File: src/rtl/npu_ctrl_pkg.sv
`default_nettype none
// +--------------------------------------------------------------------------+
// | npu_ctrl_pkg                                                             |
// | Shared types and constants for the NPU layer sequencers.                 |
// | Rev 1.0                                                                  |
// +--------------------------------------------------------------------------+
package npu_ctrl_pkg;

  localparam int BCAST_LANES       = 8;
  localparam int BCAST_CACHE_DEPTH = 512;

  typedef enum logic [2:0] {
    S_IDLE  = 3'd0,
    S_INIT  = 3'd1,
    S_LOAD  = 3'd2,
    S_DRAIN = 3'd3,
    S_BCAST = 3'd4,
    S_DONE  = 3'd5
  } bcast_state_t;

  // Number of whole beats needed to cover n bytes at 'lanes' bytes per beat.
  function automatic logic [31:0] beats_for(input logic [31:0] n, input int lanes);
    return (n + 32'(lanes) - 32'd1) / 32'(lanes);
  endfunction

endpackage
`default_nettype wire

File: src/rtl/broadcast_ctrl.sv
`default_nettype none
// +--------------------------------------------------------------------------+
// | broadcast_ctrl                                                           |
// | Loads the broadcast cache from SRAM, then paces broadcast-enable cycles. |
// | Rev 1.0                                                                  |
// +--------------------------------------------------------------------------+
module broadcast_ctrl
  import npu_ctrl_pkg::*;
#(
  parameter int ADDR_W      = 16,
  parameter int CACHE_DEPTH = BCAST_CACHE_DEPTH,
  parameter int LANES       = BCAST_LANES
) (
  input  logic                 clk,
  input  logic                 rst,
  input  logic                 start_i,
  input  logic [ADDR_W-1:0]    src_base_i,
  input  logic [31:0]          num_elems_i,
  input  logic [31:0]          num_vectors_i,
  input  logic                 out_ready_i,
  output logic                 sram_rd_en_o,
  output logic [ADDR_W-1:0]    sram_addr_o,
  input  logic [8*LANES-1:0]   sram_rdata_i,
  input  logic                 sram_rvalid_i,
  output logic                 bu_init_o,
  output logic                 bu_valid_o,
  output logic [ADDR_W-1:0]    bu_addr_o,
  output logic [8*LANES-1:0]   bu_data_o,
  output logic                 bu_en_o,
  output logic [31:0]          bu_num_elems_o,
  output logic                 busy_o,
  output logic                 done_o,
  output logic                 err_o
);

  bcast_state_t          r_state;
  bcast_state_t          w_state_nxt;

  logic [ADDR_W-1:0]     r_base;
  logic [31:0]           r_num_elems;
  logic [31:0]           r_num_vectors;
  logic [31:0]           r_beats;
  logic [31:0]           r_rd_cnt;
  logic [31:0]           r_rx_cnt;
  logic [31:0]           r_vec_cnt;

  logic                  r_bu_valid;
  logic [ADDR_W-1:0]     r_bu_addr;
  logic [8*LANES-1:0]    r_bu_data;
  logic                  r_err;

  logic                  w_cmd_bad;
  logic                  w_accept;
  logic                  w_rx_take;
  logic                  w_bcast_fire;

  assign w_cmd_bad    = (num_elems_i == 32'd0) || (num_elems_i > 32'(CACHE_DEPTH));
  assign w_accept     = (r_state == S_IDLE) && start_i && !w_cmd_bad;
  // Read returns only count while a load is in progress; anything else is stale.
  assign w_rx_take    = sram_rvalid_i && ((r_state == S_LOAD) || (r_state == S_DRAIN));
  assign w_bcast_fire = (r_state == S_BCAST) && out_ready_i;

  always_ff @(posedge clk) begin
    if (!rst) begin
      r_state <= S_IDLE;
    end else begin
      r_state <= w_state_nxt;
    end
  end

  always_comb begin
    w_state_nxt  = r_state;
    bu_init_o    = 1'b0;
    sram_rd_en_o = 1'b0;
    bu_en_o      = 1'b0;
    done_o       = 1'b0;
    busy_o       = (r_state != S_IDLE);

    case (r_state)
      S_IDLE: begin
        if (w_accept) begin
          w_state_nxt = S_INIT;
        end
      end
      S_INIT: begin
        bu_init_o   = 1'b1;
        w_state_nxt = S_LOAD;
      end
      S_LOAD: begin
        sram_rd_en_o = 1'b1;
        if (r_rd_cnt == r_beats - 32'd1) begin
          w_state_nxt = S_DRAIN;
        end
      end
      S_DRAIN: begin
        // The final cache write is on the bus in the cycle rx_cnt reaches beats.
        if (r_rx_cnt == r_beats) begin
          w_state_nxt = (r_num_vectors == 32'd0) ? S_DONE : S_BCAST;
        end
      end
      S_BCAST: begin
        bu_en_o = out_ready_i;
        if (w_bcast_fire && (r_vec_cnt == r_num_vectors - 32'd1)) begin
          w_state_nxt = S_DONE;
        end
      end
      S_DONE: begin
        done_o      = 1'b1;
        w_state_nxt = S_IDLE;
      end
      default: begin
        w_state_nxt = S_IDLE;
      end
    endcase
  end

  always_ff @(posedge clk) begin
    if (!rst) begin
      r_base        <= '0;
      r_num_elems   <= '0;
      r_num_vectors <= '0;
      r_beats       <= '0;
      r_rd_cnt      <= '0;
      r_rx_cnt      <= '0;
      r_vec_cnt     <= '0;
      r_bu_valid    <= 1'b0;
      r_bu_addr     <= '0;
      r_bu_data     <= '0;
      r_err         <= 1'b0;
    end else begin
      r_err      <= (r_state == S_IDLE) && start_i && w_cmd_bad;
      r_bu_valid <= w_rx_take;

      if (w_accept) begin
        r_base        <= src_base_i;
        r_num_elems   <= num_elems_i;
        r_num_vectors <= num_vectors_i;
      end

      if (r_state == S_INIT) begin
        r_beats   <= beats_for(r_num_elems, LANES);
        r_rd_cnt  <= '0;
        r_rx_cnt  <= '0;
        r_vec_cnt <= '0;
      end

      if (r_state == S_LOAD) begin
        r_rd_cnt <= r_rd_cnt + 32'd1;
      end

      if (w_rx_take) begin
        r_rx_cnt  <= r_rx_cnt + 32'd1;
        r_bu_addr <= ADDR_W'(r_rx_cnt * 32'(LANES));
        r_bu_data <= sram_rdata_i;
      end

      if (w_bcast_fire) begin
        r_vec_cnt <= r_vec_cnt + 32'd1;
      end
    end
  end

  assign sram_addr_o    = (r_state == S_LOAD) ? (r_base + ADDR_W'(r_rd_cnt)) : '0;
  assign bu_valid_o     = r_bu_valid;
  assign bu_addr_o      = r_bu_addr;
  assign bu_data_o      = r_bu_data;
  assign bu_num_elems_o = r_num_elems;
  assign err_o          = r_err;

endmodule
`default_nettype wire
File: config.mk
export PLATFORM = sky130hd
export DESIGN_NAME = broadcast_ctrl
export DESIGN_NICKNAME = d
export VERILOG_FILES = /design/src/rtl/npu_ctrl_pkg.sv /design/src/rtl/broadcast_ctrl.sv
export SDC_FILE = /design/constraint.sdc
export NUM_CORES = 1
export LEC_CHECK = 0
export CORE_MARGIN = 2
export CORE_UTILIZATION = 58
export CTS_BUF_LIST = sky130_fd_sc_hd__clkbuf_8
export DETAILED_ROUTE_END_ITERATION = 12
export PLACE_DENSITY_LB_ADDON = 0.12
export SKIP_CTS_REPAIR_TIMING = 1
export SYNTH_ARGS = -nofsm -noshare
export SYNTH_HDL_FRONTEND = slang
export SYNTH_SLANG_ARGS = --single-unit
File: constraint.sdc
create_clock -name clk -period 5.55 [get_ports clk]
set_clock_uncertainty 0.05 [all_clocks]
set_input_delay 0.8325 -clock clk [delete_from_list [all_inputs] [get_ports clk]]
set_output_delay 0.8325 -clock clk [all_outputs]
set_load 0.005 [all_outputs]
==> results of run 1 <==
## per-stage QoR
| stage | setup slack, ps | power, mW | std cells | hold slack, ps | instance area (sq um) |
|---|---|---|---|---|---|
| 2_1_floorplan | 1920 | 2.14 | 1896 | 386 | 14800 |
| 3_3_place_gp | 1150 | 2.25 | 2398 | 391 | 17600 |
| 3_5_place_dp | 1070 | 2.25 | 2398 | 395 | 17600 |
| 4_1_cts | 450 | 4.11 | 2484 | 404 | 18500 |
| 5_1_grt | 230 | 4.21 | 2484 | 415 | 18500 |
| 6_report | 435 | 4.08 | 2484 | 402 | 18500 |
## kinds of logic (layout without fill, tap and decap cells)
| group | Yosys count | count (layout) | synth area share (%) |
|---|---|---|---|
| simple gates | 893 | 893 | 28.9 |
| compound gates | 385 | 385 | 16.0 |
| flops | 287 | 287 | 38.8 |
| buf+inv | 142 | 400 | 4.35 |
| xor+xnor | 140 | 140 | 8.28 |
| mux | 24 | 24 | 1.75 |
| fa+ha+maj | 22 | 22 | 1.91 |
| other cells | 1 | 3 | 0.0253 |
## critical path, stage by stage (launching register included)
cell and delay [ps]:
dfxtp_1 380, ha_1 260, fa_1 420, a21o_1 180, a21o_1 200, a2111oi_0 650
o31ai_1 220, o41ai_1 410, o21ai_0 200, xnor2_1 150, nor2_1 90, clkdlybuf4s50_1 510
## area by class of cell
cell class	instances	area [sq um]	area share, %
clock buffers	56	771	4.16
repair buffers	292	2890	15.6
multi-input cells	1467	8430	45.5
clock inverters	30	186	1.01
well taps	330	413	2.23
inverters	22	87.6	0.473
flip-flops and latches	287	5750	31.0
## synth_stat cells, drive strengths merged (11+ instances only)
| library cell | number |
|---|---|
| a211oi | 33 |
| a21oi | 207 |
| a31oi | 13 |
| and2 | 12 |
| and3 | 46 |
| buf | 18 |
| clkbuf | 100 |
| dfxtp | 287 |
| ha | 21 |
| inv | 21 |
| mux2 | 15 |
| nand2 | 373 |
| nand3 | 88 |
| nand4 | 39 |
| nor2 | 149 |
| nor3 | 46 |
| nor4 | 30 |
| o211ai | 16 |
| o21a | 11 |
| o21ai | 38 |
| or2 | 32 |
| or3 | 14 |
| or4 | 13 |
| xnor2 | 87 |
| xor2 | 53 |
## report_power, final
| group | internal (mW) | total (mW) | switching (mW) |
|---|---|---|---|
| clock network | 1.01 | 1.87 | 0.854 |
| registers | 2.06 | 2.06 | 0.0000760 |
| logic | 0.0958 | 0.148 | 0.0521 |
| total | 3.17 | 4.08 | 0.906 |
## final timing paths
path | start | to | slack, ps | cells after the start
worst min-delay path | bu_addr_o[10] | bu_addr_o[10] | 400 | 2
worst max-delay path | r_rd_cnt[0] | sram_addr_o[14] | 430 | 11
worst min register to register | bu_addr_o[10] | bu_addr_o[10] | 400 | 2
worst max register to register | r_beats[0] | r_state[0] | 1630 | 10
## state kept, by name, indices dropped and copies added, names as in the netlist
name            cells
bu_data_o          64
bu_num_elems_o     32
r_num_vectors      32
r_rd_cnt           32
r_rx_cnt           32
r_vec_cnt          32
r_beats            29
r_base             16
bu_addr_o          13
r_state             3
bu_valid_o          1
err_o               1
## layer usage
layer / part of all wire [%] / global-route usage, % / vias to the layer above / wire length, um
met5: 0.066 / 0 / - / 27
met4: 2.8 / 10.8 / 4 / 1140
li1: - / - / 7093 / -
met2: 48 / 50.8 / 500 / 19600
met3: 6.6 / 5.68 / 102 / 2700
met1: 42 / 37.2 / 6651 / 17400
==> reports/results.txt, run 1 <==
Die height: 164 um
Die area: 0.0268 sq mm
VDD IR-drop max: 0.189 mV
Final Hold Fails: 0
Kind of critical path: reg2out
Worst Path Arrival: 4230 ps
Pin count of the biggest net entering global routing: 117
Slew @ Worst Pin: 1180 ps
P&R area growth vs syn: 25.1%
RSZ-0062 raised after global routing: false
Commonest cells after routing, fill and taps aside: 371 x nand2_1, 287 x dfxtp_1, 280 x clkdlybuf4s50_1
FMAX: 195 MHz
Die W: 164 um
Row cnt: 58
Synth area leaders: dfxtp_1 39%, nand2_1 9.5%, a21oi_1 7.0%, xnor2_1 5.1%, nor2_1 3.8%
Post-synth EDFFs: 0
Ports: 284
PwrDens: 220 mW/mm^2
CTS tree: yes
First-pass GRT wire length: 65.5 mm
Final Util: 73.8%
TritonCTS buffer count: 48
#FFs+latches synth: 287
Synth cell types: 85
IO Port Bufs: 280
Async S/R FF share, synth: 0%
Drt first pass iters: 5
Top cell type by total area after synthesis: dfxtp_1
Total number of yosys warnings: 0
Num Clock Sinks: 287
Leakage: 6.58 nW
Slew Viols, Final: 0
Tot GR Track Use: 29.7%
Drt drc: 0
Mean post-synth cell area: 7.82 sq um
Yosys top cell area share: 38.8%
Critical Path RT: 4670 ps
Instance count of the mapped netlist: 1894
CTS max path bufs: 3
Initial Utilization: 59.0%
Top_reg_cell synth: dfxtp_1
Most common cell after layout, fill and taps aside: nand2_1
Maxcap violations: 0
DR vias: 14400
Antenna-violating nets left: 0
Worst-skew pair later-pin latency: 580 ps
Routed vias/inst: 5.78
HPWL Detailed: 28.8 mm
Layout fillers: 2023
Vias in the first global route: 13400
Synth Cell Area: 0.0148 sq mm
Antenna violations before repair: 2
Worst rel slew slack: 21.6%
Final wirelength: 40.9 mm
GRT overflow: 0
Ant diodes: 0
Final Setup Violations: 0
Critical Path Source Type: flip-flop
Clock slew at reported path FFs: 60 ps
Core ar.: 0.0251 sq mm
First DRT Iteration DRCs: 1104
Final period utilization: 92.2%
Root Buffer: clkbuf_8
Status: complete, no violations
Htree depth: 2
Critical path capture point type: primary output
# nets final: 2289
DR WL/cell: 16.5 um
Share of cells above drive strength 1: 7.01%
Crit path time final: 5120 ps
GP Congestion: 0.897
Register area share after synthesis: 38.8%
Setup total negative slack: 0 ps
Hold WC Path Type: reg2reg
CP Max Fanout: 7
(Power assumes the default switching activity.)
==> run 2, diff against run 1 <==
Settings changed: ABC_AREA set to 1, CORE_UTILIZATION 58 to 59, REMOVE_ABC_BUFFERS set to 1, SLEW_MARGIN set to 20.
==> run 2 against run 1 <==
Global-route usage up 3.3 points; non-clock buffer count down 2; flip-flop and latch count unchanged; worst setup slack better by 780 ps; critical path type unchanged; critical endpoint is now sram_addr_o[12]; largest cell class unchanged.
==> reports/results.txt, run 2 <==
Synth Cell Area: 0.0160 sq mm
Die area: 0.0285 sq mm
GP Congestion: 0.989
Cell Area, Placed: 0.0190 sq mm
Hold WC Path Type: reg2reg
Top cell type by total area after synthesis: dfxtp_1
Share of cells above drive strength 1: 4.86%
Leakage: 8.27 nW
Worst-skew pair later-pin latency: 570 ps
GRT overflow: 0
Most frequent cell after synthesis: nand2_1
DP Worst Slack: 1820 ps
Final Hold Fails: 0
Die W: 169 um
Kind of critical path: reg2out
P&R area growth vs syn: 25.3%
Most frequent CP cell: nand2_1
Vias in the first global route: 16200
VDD IR-drop max: 0.194 mV
Clock slew at reported path FFs: 60 ps
Die height: 169 um
Instance count of the mapped netlist: 2448
Root Buffer: clkbuf_8
#FFs+latches synth: 287
CTS max path bufs: 3
Largest register FFs: 64
Slew Viols, Final: 0
Drt first pass iters: 6
Htree depth: 2
Slew @ Worst Pin: 1090 ps
# nets final: 2869
Slowest CP cell: clkdlybuf4s50_1
Num Clock Sinks: 287
Max incr delay on CP: 500 ps
RSZ-0062 raised after global routing: false
Drt drc: 0
FMAX: 231 MHz
Register area share after synthesis: 35.9%
Final Setup Violations: 0
Worst rel slew slack: 27.0%
First DRT Iteration DRCs: 1271
Ports: 284
Worst hold margin: 405 ps
Tot GR Track Use: 33.0%
Critical Path RT: 4670 ps
Post-synth EDFFs: 0
HPWL Detailed: 35.3 mm
Commonest cells after routing, fill and taps aside: 613 x nand2_1, 310 x inv_1, 287 x dfxtp_1
Row cnt: 60
Antenna violations before repair: 1
Final period utilization: 78.1%
Layout fillers: 2211
CTS tree: yes
Total number of yosys warnings: 0
Initial Utilization: 59.7%
DR WL/cell: 15.6 um
Ant diodes: 0
Yosys top cell area share: 35.9%
Async S/R FF share, synth: 0%
PwrDens: 214 mW/mm^2
Setup total negative slack: 0 ps
TritonCTS buffer count: 48
DR vias: 17000
Most common cell after layout, fill and taps aside: nand2_1
Synth area leaders: dfxtp_1 36%, nand2_1 14%, a21oi_1 7.6%, inv_1 7.1%, nor2_1 5.9%
Synth cell types: 58
Antenna-violating nets left: 0
Core ar.: 0.0268 sq mm
Top_reg_cell synth: dfxtp_1
Design Area, Final: 0.0201 sq mm
CP Max Fanout: 6
Critical path capture point type: primary output
Crit path time final: 4340 ps
Worst Path Arrival: 3450 ps
Routed vias/inst: 5.53
Maxcap violations: 0
Critical Path Source Type: flip-flop
Final wirelength: 48.1 mm
First-pass GRT wire length: 77.8 mm
Commonest cells post-synth: 614 x nand2_1, 302 x inv_1, 287 x dfxtp_1, 252 x nor2_1, 244 x a21oi_1
CP Cell Sequence: ha_1, fa_1, nand2_1, inv_1, o21ai_0, nand2_1, nand2_1, a31oi_1, a31oi_1, o21ai_0, nand3_1, nand2_1, nand2_1, nand2_1, nor2_1, clkdlybuf4s50_1
Final Util: 74.9%
Fin worst setup slack: 1210 ps
Status: complete, no violations
IO Port Bufs: 280
Pin count of the biggest net entering global routing: 115
Mean post-synth cell area: 6.54 sq um
[run 2: cell types whose count changed after synthesis, moves of 15 or more]
cell      previous run  this run
mux2_2              15         0
inv_1               20       302
nand3_1             88       132
xnor2_1             87        30
and3_1              45         1
o21ai_0             37       170
a21oi_1            207       244
nand2_1            373       614
clkbuf_1            97        81
or2_2               31         3
nor2_1             149       252
[run 2: final cells by class]
type | count | area [sq um] | area share, %
Timing Repair Buffer | 290 | 2880 | 14.4
Clock buffer | 64 | 881 | 4.39
Multi-Input combinational cell | 1761 | 8770 | 43.7
Inverter | 310 | 1170 | 5.83
Sequential cell | 287 | 5750 | 28.6
Tap cell | 341 | 427 | 2.13
Clock inverter | 24 | 189 | 0.942
[run 2: worst paths after layout]
check	from	to	slack, ps	cells past startpoint
max	r_rd_cnt[0]	sram_addr_o[12]	1210	16
min	r_base[14]	r_base[14]	410	2
max reg2reg	r_num_vectors[3]	r_state[0]	2530	15
min reg2reg	r_base[14]	r_base[14]	410	2
[run 2: logic make-up (layout without fill, tap and decap cells)]
family	count (synthesis)	in the layout	synth area share [%]
and+or+nand+nor	1149	1149	30.8
adders and majority gates	22	22	1.77
other	1	3	0.0234
xor gates and xnor gates	91	91	5.15
buffers and inverters	402	688	9.55
DFF	287	287	35.9
AOI/OAI and AO/OA	496	496	16.9
[run 2: power by group]
group / internal, mW / switching (mW) / total [mW]
combinational: 0.101 / 0.0676 / 0.169
sequential: 2.06 / 0.000241 / 2.06
clock: 1.17 / 0.883 / 2.06
total: 3.33 / 0.951 / 4.29
[run 2: layer usage]
metal	global-route usage, %	share of wire, %	vias to the layer above
li1	-	-	8499
met1	40.3	42	7761
met2	57.7	47	623
met3	5.12	6.4	136
met4	14.3	4.1	0
met5	0	0	-
[run 2: critical path, delay by kind of cell, from the launching register on]
family,cells,cell delay (ps)
compound gates,4,750
fa+ha+maj,2,600
flops,1,360
buf+inv,2,550
simple gates,8,630
[run 2: stage by stage]
stage	std cells	total power, mW
6_report	3077	4.29
5_1_grt	3077	4.41
4_1_cts	3076	4.31
3_5_place_dp	2988	2.27
3_3_place_gp	2988	2.27
2_1_floorplan	2358	2.14
